===== src/rtl/half_word_packer_pkg.sv =====
// Shared types and constants for the half-word packer.
package half_word_packer_pkg;

  // Packing phase: LOW expects the low half next, HIGH holds a low half
  // and expects its high partner.
  typedef enum logic {
    ST_LOW  = 1'b0,
    ST_HIGH = 1'b1
  } pack_state_t;

  // Value each half of a packed word is compared against for dout_flags.
  localparam int unsigned FLAG_CMP_VAL = 1;

endpackage


===== src/rtl/half_word_packer.sv =====
// Packs pairs of half-words (low first, then high) into full words behind a
// one-entry output register with valid/ready handshakes on both sides.
// A half marked din_last while no low half is held is emitted alone as
// {0, half}. Optional build macro HALF_WORD_PACKER_FLAGS_EN adds dout_flags
// = {high==1, low==1}, registered alongside dout_data.
module half_word_packer
  import half_word_packer_pkg::*;
#(
  parameter int HALF_W = 16,
  parameter int CNT_W  = 8
) (
  input  logic                clk,
  input  logic                rst_n,
  input  logic [HALF_W-1:0]   din_data,
  input  logic                din_last,
  input  logic                din_vld,
  output logic                din_rd,
  output logic [2*HALF_W-1:0] dout_data,
  output logic                dout_vld,
`ifdef HALF_WORD_PACKER_FLAGS_EN
  output logic [1:0]          dout_flags,
`endif
  input  logic                dout_rd,
  output logic [CNT_W-1:0]    word_cnt
);

  pack_state_t          r_state;
  pack_state_t          w_state_next;
  logic [HALF_W-1:0]    r_low;
  logic [2*HALF_W-1:0]  r_dout_data;
  logic                 r_dout_vld;
  logic [CNT_W-1:0]     r_word_cnt;

  logic                 w_out_free;
  logic                 w_din_rd;
  logic                 w_load;
  logic                 w_low_wr;
  logic [2*HALF_W-1:0]  w_load_data;
  logic                 w_xfer;

  // Output register can take a new word when empty or being drained now.
  assign w_out_free = !r_dout_vld || dout_rd;
  assign w_xfer     = r_dout_vld && dout_rd;

  // State register.
  always_ff @(posedge clk or negedge rst_n) begin
    if (!rst_n) r_state <= ST_LOW;
    else        r_state <= w_state_next;
  end

  // Next-state, input ready and output-load decode.
  always_comb begin
    w_state_next = r_state;
    w_din_rd     = 1'b0;
    w_load       = 1'b0;
    w_low_wr     = 1'b0;
    w_load_data  = '0;
    case (r_state)
      ST_LOW: begin
        // A lone last half goes straight to the output, so it needs room.
        w_din_rd = din_last ? w_out_free : 1'b1;
        if (din_vld && w_din_rd) begin
          if (din_last) begin
            w_load      = 1'b1;
            w_load_data = {{HALF_W{1'b0}}, din_data};
          end else begin
            w_low_wr     = 1'b1;
            w_state_next = ST_HIGH;
          end
        end
      end
      ST_HIGH: begin
        // din_last on the high half carries no packing meaning.
        w_din_rd = w_out_free;
        if (din_vld && w_din_rd) begin
          w_load       = 1'b1;
          w_load_data  = {din_data, r_low};
          w_state_next = ST_LOW;
        end
      end
      default: w_state_next = ST_LOW;
    endcase
  end

  // Nothing is accepted while reset is held.
  assign din_rd = rst_n && w_din_rd;

  // Low-half holding register.
  always_ff @(posedge clk or negedge rst_n) begin
    if (!rst_n)        r_low <= '0;
    else if (w_low_wr) r_low <= din_data;
  end

  // Output register: load wins over drain so back-to-back words need no bubble.
  always_ff @(posedge clk or negedge rst_n) begin
    if (!rst_n) begin
      r_dout_data <= '0;
      r_dout_vld  <= 1'b0;
    end else if (w_load) begin
      r_dout_data <= w_load_data;
      r_dout_vld  <= 1'b1;
    end else if (w_xfer) begin
      r_dout_vld  <= 1'b0;
    end
  end

  // Count of words handed to the consumer, wrapping naturally.
  always_ff @(posedge clk or negedge rst_n) begin
    if (!rst_n)      r_word_cnt <= '0;
    else if (w_xfer) r_word_cnt <= r_word_cnt + CNT_W'(1);
  end

  assign dout_data = r_dout_data;
  assign dout_vld  = r_dout_vld;
  assign word_cnt  = r_word_cnt;

`ifdef HALF_WORD_PACKER_FLAGS_EN
  logic [1:0] r_dout_flags;

  // Per-half "equals one" flags captured with the word they describe.
  always_ff @(posedge clk or negedge rst_n) begin
    if (!rst_n) begin
      r_dout_flags <= 2'b00;
    end else if (w_load) begin
      r_dout_flags <= {w_load_data[2*HALF_W-1:HALF_W] == HALF_W'(FLAG_CMP_VAL),
                       w_load_data[HALF_W-1:0]        == HALF_W'(FLAG_CMP_VAL)};
    end
  end

  assign dout_flags = r_dout_flags;
`endif

endmodule


===== config.mk =====
export PLATFORM = sky130hd
export DESIGN_NAME = half_word_packer
export DESIGN_NICKNAME = d
export VERILOG_FILES = /design/src/rtl/half_word_packer_pkg.sv /design/src/rtl/half_word_packer.sv
export SDC_FILE = /design/constraint.sdc
export NUM_CORES = 1
export LEC_CHECK = 0
export BUFFER_PORTS_ARGS = -buffer_cell sky130_fd_sc_hd__buf_4
export CAP_MARGIN = 20
export CORE_MARGIN = 1.5
export CORE_UTILIZATION = 55
export CTS_CLUSTER_SIZE = 25
export DETAILED_ROUTE_END_ITERATION = 10
export PLACE_DENSITY = 0.88
export SLEW_MARGIN = 20
export SYNTH_ARGS = -nofsm -noshare
export SYNTH_HDL_FRONTEND = slang
export SYNTH_SLANG_ARGS = --single-unit

===== constraint.sdc =====
create_clock -name clk -period 2.7 [get_ports clk]
set_input_delay 0.135 -clock clk [delete_from_list [all_inputs] [get_ports clk]]
set_output_delay 0.135 -clock clk [all_outputs]
set_load 0.01 [all_outputs]

==> Word level (Yosys, flattened, before mapping) <==
Index checks and enable logic that the tools add are counted.
{ "classes": {"mul": 0, "add_sub_neg": 1, "magnitude_cmp": 0, "shifts": 0, "n_mux": 17, "bitwise_logic": 1, "reduce_logical": 7, "n_div": 0, "n_eq_ne": 0} }
{ "op_table": {"columns": ["operator", "n"], "rows": [
  ["case mux 32 bit (2 select lines)", 1],
  ["2-to-1 mux 16 bit", 2],
  ["2-to-1 mux 32 bit", 1],
  ["2-to-1 mux 1 bit", 10],
  ["adder 8 x 1 -> 8 bit (second input constant)", 1],
  ["case mux 1 bit (2 select lines)", 3],
  ["logical AND 1 bit", 4],
  ["nonzero test 2 bit", 1],
  ["logical NOT 1 bit", 1],
  ["logical OR 1 bit", 1],
  ["inverter 1 bit", 1]
]} }
{ "totals": {"elab_cells": 31, "latchBits": 0, "mem_bits_rw": 0, "mem_bits_ro": 0, "regBits": 58, "n_memories": 0} }

==> Depth between registers and ports, before layout <==
Gate-level depths: netlist (run 1).
{ "logic_depth": {"word_depth": 7, "depth_mapped": 5, "mapped_depth_nobuf": 4} }

==> Worst setup path before layout (run 1) <==
No wires, ideal clock.
{ "synth_path": {"path_type": "flip-flop to flip-flop", "from": "register r_state", "to": "register r_low[10]", "path_stages_with_launch": 5, "period_less_slack_ns": 1.461, "path_slack_ns": 1.239, "setup_time_ns": 0.125, "n_path_buf": 2, "arrival_ns": 1.336, "required_ns": 2.575, "path_cell_list": "dfrtp_1 > buf_6 > nor3b_4 > buf_6 > mux2_2"} }
{ "synth_via": {"elab_chain_len": 1} }
{ "synth_rtl": {"columns": ["item", "line_no", "rtl"], "rows": [
  ["start: declaration", "half_word_packer.sv:27", "pack_state_t r_state;"],
  ["start signal: assignment", "half_word_packer.sv:48", "else r_state <= w_state_next;"],
  ["2-to-1 mux 1 bit", "half_word_packer.sv:58", "case (r_state)"],
  ["end signal: assignment", "half_word_packer.sv:91", "else if (w_low_wr) r_low <= din_data;"],
  ["end: declaration", "half_word_packer.sv:29", "logic [HALF_W-1:0] r_low;"]
]} }
No other way between the ends.
A chain may end at the register's enable or synchronous reset.

==> Final worst setup path (run 1) <==
{ "layout_path": {"from": "register r_state", "to": "output din_rd"} }
{ "layout_via": {"elab_chain_len": 3} }
{ "layout_rtl": {"columns": ["item", "line_no", "rtl"], "rows": [
  ["inverter 1 bit", null, null],
  ["case mux 1 bit (2 select lines) (*)", "half_word_packer.sv:58", null],
  ["logical AND 1 bit (*)", "half_word_packer.sv:86", "assign din_rd = rst_n && w_din_rd;"],
  ["end: declaration", "half_word_packer.sv:17", "output logic din_rd,"]
]} }
Every way passes the cells marked *; elsewhere a longest branch is shown, timed or not.

==> qor.csv, run 1 <==
stage;metric;value;unit
outcome;status;complete, no violations;
pwr;Leak Pwr;1.489;nW
timing;Hold Slack;40.69;ps
pwr;Peak VDD IR;0.5311;mV
timing;fmax;476.2;MHz
logic_synthesis;sequential share of the synthesized area;0.5672;
min_path;Hold Crit Class;input port to flop;
floorplan;Core Footprint;4414;um^2
worst_setup_path;reg2reg end;dout_data[31]$_DFFE_PN0P_;
placement;placed cell count;288;
floorplan;DIE AREA;5070;um^2
detailed_routing;DR vias;1839;
timing;Clock Skews;4.141;ps
clock_network;Max Root-Sink Buffers;2;
floorplan;Starting Density;0.5796;
cells_and_area;Nets;270;
timing;RSZ-0062 raised after global routing;no;
min_path;hold endpoint;dout_data[25]$_DFFE_PN0P_;
logic_synthesis;top-count cell post-synth;dfrtp_1;
pwr;clock share of power;0.203;
clock_network;post-cts gate resize count;0;
detailed_routing;DRC viols;0;
worst_setup_path;worst path arrival time;1960;ps
timing;Final Hold Fails;0;
detailed_routing;ANT nets after route;0;
clock_network;CTS Buf Count;9;
worst_setup_path;Crit Path Category;flop to primary output;
pwr;internal power;2.230;mW
min_path;worst hold stages;2;
logic_synthesis;dominant cell type by area after synthesis;dfrtp_1;
global_route;met2 GRT Util;0.3529;
worst_setup_path;R2R depth;3;
cells_and_area;Reg area;1451;um^2
detailed_routing;Pre-antenna DRT Iters;5;
min_path;Hold Crit Start;din_data[9];
flow_run;Max Cap Violations;0;
detailed_routing;First DRT Iteration DRCs;182;
timing;period utilisation layout;0.7777;
cells_and_area;fillers;311;
floorplan;IO Pins;63;
cells_and_area;fin cells;305;
detailed_routing;WL final;5347;um
logic_synthesis;syn nets;206;
pwr;Comb power frac;0.337;
logic_synthesis;Yosys reg bits;58;
global_route;first-pass GRT wire length;9183;um
timing;worst slew pin tran;881.6;ps
pwr;pwr dens;1044;nW/um^2
global_route;initial antenna violation count;0;
clock_network;clock sink total;58;
worst_setup_path;critical path capture point type;primary output;
pwr;total power draw;3.302;mW
placement;Placed Instance Area;2989;um^2
placement;hpwl dp;3627;um
logic_synthesis;post-synthesis average cell area;13.91;um^2
floorplan;Cell Rows;24;
floorplan;Die Y;71.21;um
floorplan;Die Width;71.21;um
cells_and_area;fin area;3163;um^2
detailed_routing;WL/cell;17.53;um
cells_and_area;end-of-flow core utilization;0.7166;
global_route;routing usage on met3;0.03419;
logic_synthesis;distinct cell type count after synthesis;31;
pwr;Sw Pwr;1.072;mW
worst_setup_path;CP max FO;20;
logic_synthesis;ys async rst share;1.000;
logic_synthesis;Post-synth EDFFs;0;
cells_and_area;layout cells sized above 1;0.3874;
worst_setup_path;Req. time, crit path;2570;ps
logic_synthesis;Yosys top cell area share;0.5672;
logic_synthesis;Mapped Cells;184;
clock_network;CTS tree;done;
cells_and_area;Multi-input gate area;969.7;um^2
timing;Slew headroom;0.4116;
cells_and_area;area grow syn2layout;23.62;%
clock_network;Root Buffer;clkbuf_8;
logic_synthesis;synth warn;0;
logic_synthesis;most frequent cells after synthesis;dfrtp_1, a221o_1, a22o_1, a32o_1, mux2_2;
detailed_routing;vias per inst;6.030;
global_route;largest net degree at the start of global routing;59;
placement;port bufs;62;
global_route;met1 global-route usage;0.3352;
timing;setup_tns;0;ps
worst_setup_path;RR Startpoint;r_state$_DFF_PN0_;
logic_synthesis;leading post-synthesis cells by cell area;dfrtp_1, mux2_2, a221o_1;
worst_setup_path;Critical Path Source;r_state$_DFF_PN0_;
worst_setup_path;reg2reg setup slack;630;ps
timing;Setup Viol. Count Final;0;
timing;Pins Over Slew Limit;0;
global_route;Overflow after GRT;0;
logic_synthesis;Main synth FF type;dfrtp_1;
clock_network;latest clock arrival within the worst-skew pair;330;ps
cells_and_area;antenna diode count;0;
global_route;grt peak-use layer;met2;
global_route;vias in the first global route;1826;
logic_synthesis;synthesized area;2559;um^2
placement;pre-CTS setup slack;652.3;ps
timing;post-layout min period;2100;ps
clock_network;clk slew on worst S/H paths;60;ps
pwr;Sequential Power Share;0.460;
placement;gpl congestion;0.8032;
clock_network;H-tree depth;3;
global_route;GRT Total Usage;0.2342;
worst_setup_path;type of origin of the critical path;flop;
pwr;Sw Ratio;0.3246;
timing;final worst slack;600.2;ps
-- power groups by stage --
stage / Clock [mW] / Combinational (mW) / Sequential (mW)
finish: 0.670 / 1.11 / 1.52
detailed placement: 0 / 1.12 / 1.53
CTS: 0.677 / 1.12 / 1.52
floorplan: 0 / 0.563 / 1.55
global route: 0.725 / 1.20 / 1.57
global placement: 0 / 1.09 / 1.50
-- area by class of cell --
| class | count | area share |
|---|---|---|
| clock buffer | 13 | 0.04707 |
| clock inverter | 3 | 0.004747 |
| inverter | 2 | 0.002373 |
| multi-input combinational | 110 | 0.3066 |
| sequential | 58 | 0.4589 |
| tap | 52 | 0.02057 |
| timing repair buffer | 67 | 0.1598 |
-- worst max-delay path, cell delays in order (launching register included) --
cell,delay [ps]
dfrtp_1,620
nor2_2,660
o21a_1,210
buf_4,130
-- routing by layer --
metal | share of wire | vias to the layer above
met5 | 0 | -
met4 | 0.022 | 0
met3 | 0.046 | 13
met2 | 0.49 | 66
met1 | 0.44 | 924
li1 | - | 836
-- sequential cells by signal (all words and copies together), names as in the netlist --
signal     count
dout_data     32
dout_vld       1
r_low         16
r_state        1
word_cnt       8
-- what timing repair did --
item / in CTS / in global routing
setup buffers: 0 / 0
hold buffers: 1 / 0
setup endpoints to repair: 0 / 0
hold endpoints to repair: 58 / 0
-- cell families (layout without fill, tap and decap cells) --
group           after synthesis  in the layout  share of synthesized area
simple gates                 35             35                    0.09047
compound gates               50             50                     0.1848
buf+inv                      16             85                    0.05379
xor+xnor                      7              7                    0.02396
flops                        58             58                     0.5672
fa+ha+maj                     1              1                   0.004889
mux                          17             17                    0.07482
-- layout by cell type, fill, tap and decap left out, drive strengths merged, types with 4 or more instances in the layout --
master / Yosys / layout
a221o: 16 / 16
a22o: 16 / 16
a32o: 16 / 16
and2b: 7 / 7
buf: 13 / 66
clkbuf: 1 / 13
dfrtp: 58 / 58
mux2: 17 / 17
nand2: 5 / 5
nor2: 4 / 4
nor2b: 9 / 9
xnor2: 6 / 6
-- how the worst max path moves through the flow --
stage / endpoint / slack (ps) / cells after the start
floorplan: r_low[10]$_DFFE_PN0P_ / 1240 / 4
global placement: dout_data[28]$_DFFE_PN0P_ / 740 / 3
detailed placement: dout_data[31]$_DFFE_PN0P_ / 650 / 3
CTS: din_rd / 620 / 3
global route: din_rd / 520 / 3
finish: din_rd / 600 / 3
(Power assumes the default switching activity.)
==> run 2: changes to the inputs <==
Settings changed: CORE_UTILIZATION 55 to 47, PLACE_DENSITY 0.88 to 0.81.
Clock period 2.7 ns to 1.85 ns, I/O delays scaled along.
==> run 2 against run 1 <==
Net effect:
- global-route usage fell by 2.3 points
- total power rose by 54%
- die area rose by 16%
- largest power group unchanged
- non-clock buffer count rose by 16
==> qor.csv, run 2 (same netlist as run 1, synthesis figures left out) <==
stage;metric;value;unit
placement;gpl congestion;0.7665;
pwr;Sw Ratio;0.3100;
detailed_routing;First DRT Iteration DRCs;144;
worst_setup_path;CP max FO;16;
global_route;routing usage on met3;0.04405;
timing;Hold Slack;12.04;ps
timing;Clock Skews;10.45;ps
cells_and_area;commonest non-fill, non-tap cell in the layout;buf_4;
pwr;Peak VDD IR;0.7458;mV
pwr;Sequential Power Share;0.429;
global_route;initial antenna violation count;0;
pwr;pwr dens;1506;nW/um^2
timing;fmax;636.2;MHz
clock_network;clock sink total;58;
global_route;Overflow after GRT;0;
timing;period utilisation layout;0.8497;
floorplan;Die Y;76.79;um
cells_and_area;most frequent cells in the layout;buf_4, dfrtp_1, a22o_1, a32o_1, a221o_1;
worst_setup_path;Crit path max-delay family;simple AND/OR/NAND/NOR gates;
placement;port bufs;62;
detailed_routing;DR vias;1887;
worst_setup_path;type of origin of the critical path;flop;
cells_and_area;max FFs per register;32;
floorplan;Die Width;76.79;um
pwr;Sw Pwr;1.575;mW
detailed_routing;WL final;5676;um
worst_setup_path;worst path arrival time;1780;ps
timing;Pins Over Slew Limit;0;
worst_setup_path;CP Cell Sequence;nand2b_1 -> nand2_1 -> a221o_1;
global_route;grt peak-use layer;met2;
cells_and_area;antenna diode count;0;
timing;setup_tns;0;ps
floorplan;DIE AREA;5896;um^2
worst_setup_path;Crit Path Category;flop to flop;
pwr;Leak Pwr;1.579;nW
clock_network;Root Buffer;clkbuf_8;
global_route;met1 global-route usage;0.2602;
timing;worst slew pin tran;625.4;ps
worst_setup_path;Crit-path slowest cell;a221o_1;
cells_and_area;Nets;286;
worst_setup_path;Req. time, crit path;2060;ps
clock_network;latest clock arrival within the worst-skew pair;330;ps
outcome;status;complete, no violations;
cells_and_area;area grow syn2layout;31.83;%
global_route;GRT Total Usage;0.2112;
detailed_routing;Pre-antenna DRT Iters;4;
flow_run;Max Cap Violations;0;
global_route;first-pass GRT wire length;9466;um
clock_network;CTS tree;done;
placement;Placed Instance Area;3049;um^2
cells_and_area;layout cells sized above 1;0.3881;
clock_network;H-tree depth;3;
detailed_routing;WL/cell;16.79;um
global_route;vias in the first global route;1965;
detailed_routing;ANT nets after route;0;
floorplan;Core Footprint;5172;um^2
worst_setup_path;critical path capture point type;flop;
clock_network;CTS Buf Count;9;
timing;RSZ-0062 raised after global routing;no;
timing;Setup Viol. Count Final;0;
detailed_routing;DRC viols;0;
clock_network;clk slew on worst S/H paths;60;ps
detailed_routing;vias per inst;5.583;
pwr;internal power;3.505;mW
global_route;largest net degree at the start of global routing;35;
clock_network;post-cts gate resize count;0;
placement;hpwl dp;3727;um
clock_network;Max Root-Sink Buffers;2;
min_path;Hold Crit Class;input port to flop;
timing;Slew headroom;0.5821;
worst_setup_path;CP Buf/Inv Count;0;
pwr;Comb power frac;0.339;
floorplan;IO Pins;63;
cells_and_area;fin area;3373;um^2
floorplan;Starting Density;0.4947;
timing;Final Hold Fails;0;
floorplan;Cell Rows;26;
pwr;clock share of power;0.232;
global_route;met2 GRT Util;0.3442;
worst_setup_path;CP peak stage delay;490;ps
timing;post-layout min period;1572;ps
run 2: cell count changes in the layout (fill, tap and decap cells not counted):
cell,before,now
dlygate4sd3_1,1,12
buf_4,66,71
clkbuf_1,3,1
clkbuf_8,10,12
clkinv_2,3,1
bufinv_16,0,1
run 2: metal layers:
layer  vias to the layer above  share of wire
met5                         -              0
met4                         0          0.025
met3                        15          0.040
met2                        58           0.49
met1                       948           0.45
li1                        866              -
run 2: what timing repair did:
item / in CTS / in global routing
setup buffers: 0 / 0
hold buffers: 12 / 0
hold endpoints to repair: 37 / 0
run 2: final cells by class:
cell class                      instances  area [um^2]
Tap cell                               70        87.58
Sequential cell                        58         1451
Timing Repair Buffer                   83        653.1
Clock buffer                           13        168.9
Inverter                                2        7.507
Fill cell                             396         1799
Multi-Input combinational cell        110        969.7
Clock inverter                          2        35.03
run 2: stage by stage:
step                power (mW)  setup WS, ps    util  instances
floorplan                3.088         388.9       -        184
global placement         3.811         332.9  0.5895        311
detailed placement       3.894         279.5  0.5895        311
CTS                      5.114         278.1  0.6522        338
global route             5.353         197.3  0.6522        338
finish                   5.080         278.1  0.6522        338
run 2: final timing paths:
| path | end | start | slack, ps | depth (start not counted) |
|---|---|---|---|---|
| setup / recovery | dout_data[1]$_DFFE_PN0P_ | dout_vld$_DFFE_PN0P_ | 280 | 3 |
| hold / removal | r_low[1]$_DFFE_PN0P_ | din_data[1] | 10 | 2 |
| setup reg to reg | dout_data[1]$_DFFE_PN0P_ | dout_vld$_DFFE_PN0P_ | 280 | 3 |
| hold reg to reg | word_cnt[7]$_DFFE_PN0P_ | word_cnt[7]$_DFFE_PN0P_ | 470 | 1 |
| max in group asynchronous | word_cnt[1]$_DFFE_PN0P_ | rst_n | 880 | 3 |
| min in group asynchronous | r_low[0]$_DFFE_PN0P_ | rst_n | 210 | 2 |
run 2: power groups by stage:
| stage | registers, mW | logic (mW) | clock network (mW) |
|---|---|---|---|
| 3_3_place_gp | 2.16 | 1.65 | 0 |
| 3_5_place_dp | 2.18 | 1.71 | 0 |
| 6_report | 2.18 | 1.72 | 1.18 |
| 5_1_grt | 2.24 | 1.86 | 1.25 |
| 2_1_floorplan | 2.27 | 0.822 | 0 |
| 4_1_cts | 2.17 | 1.74 | 1.20 |
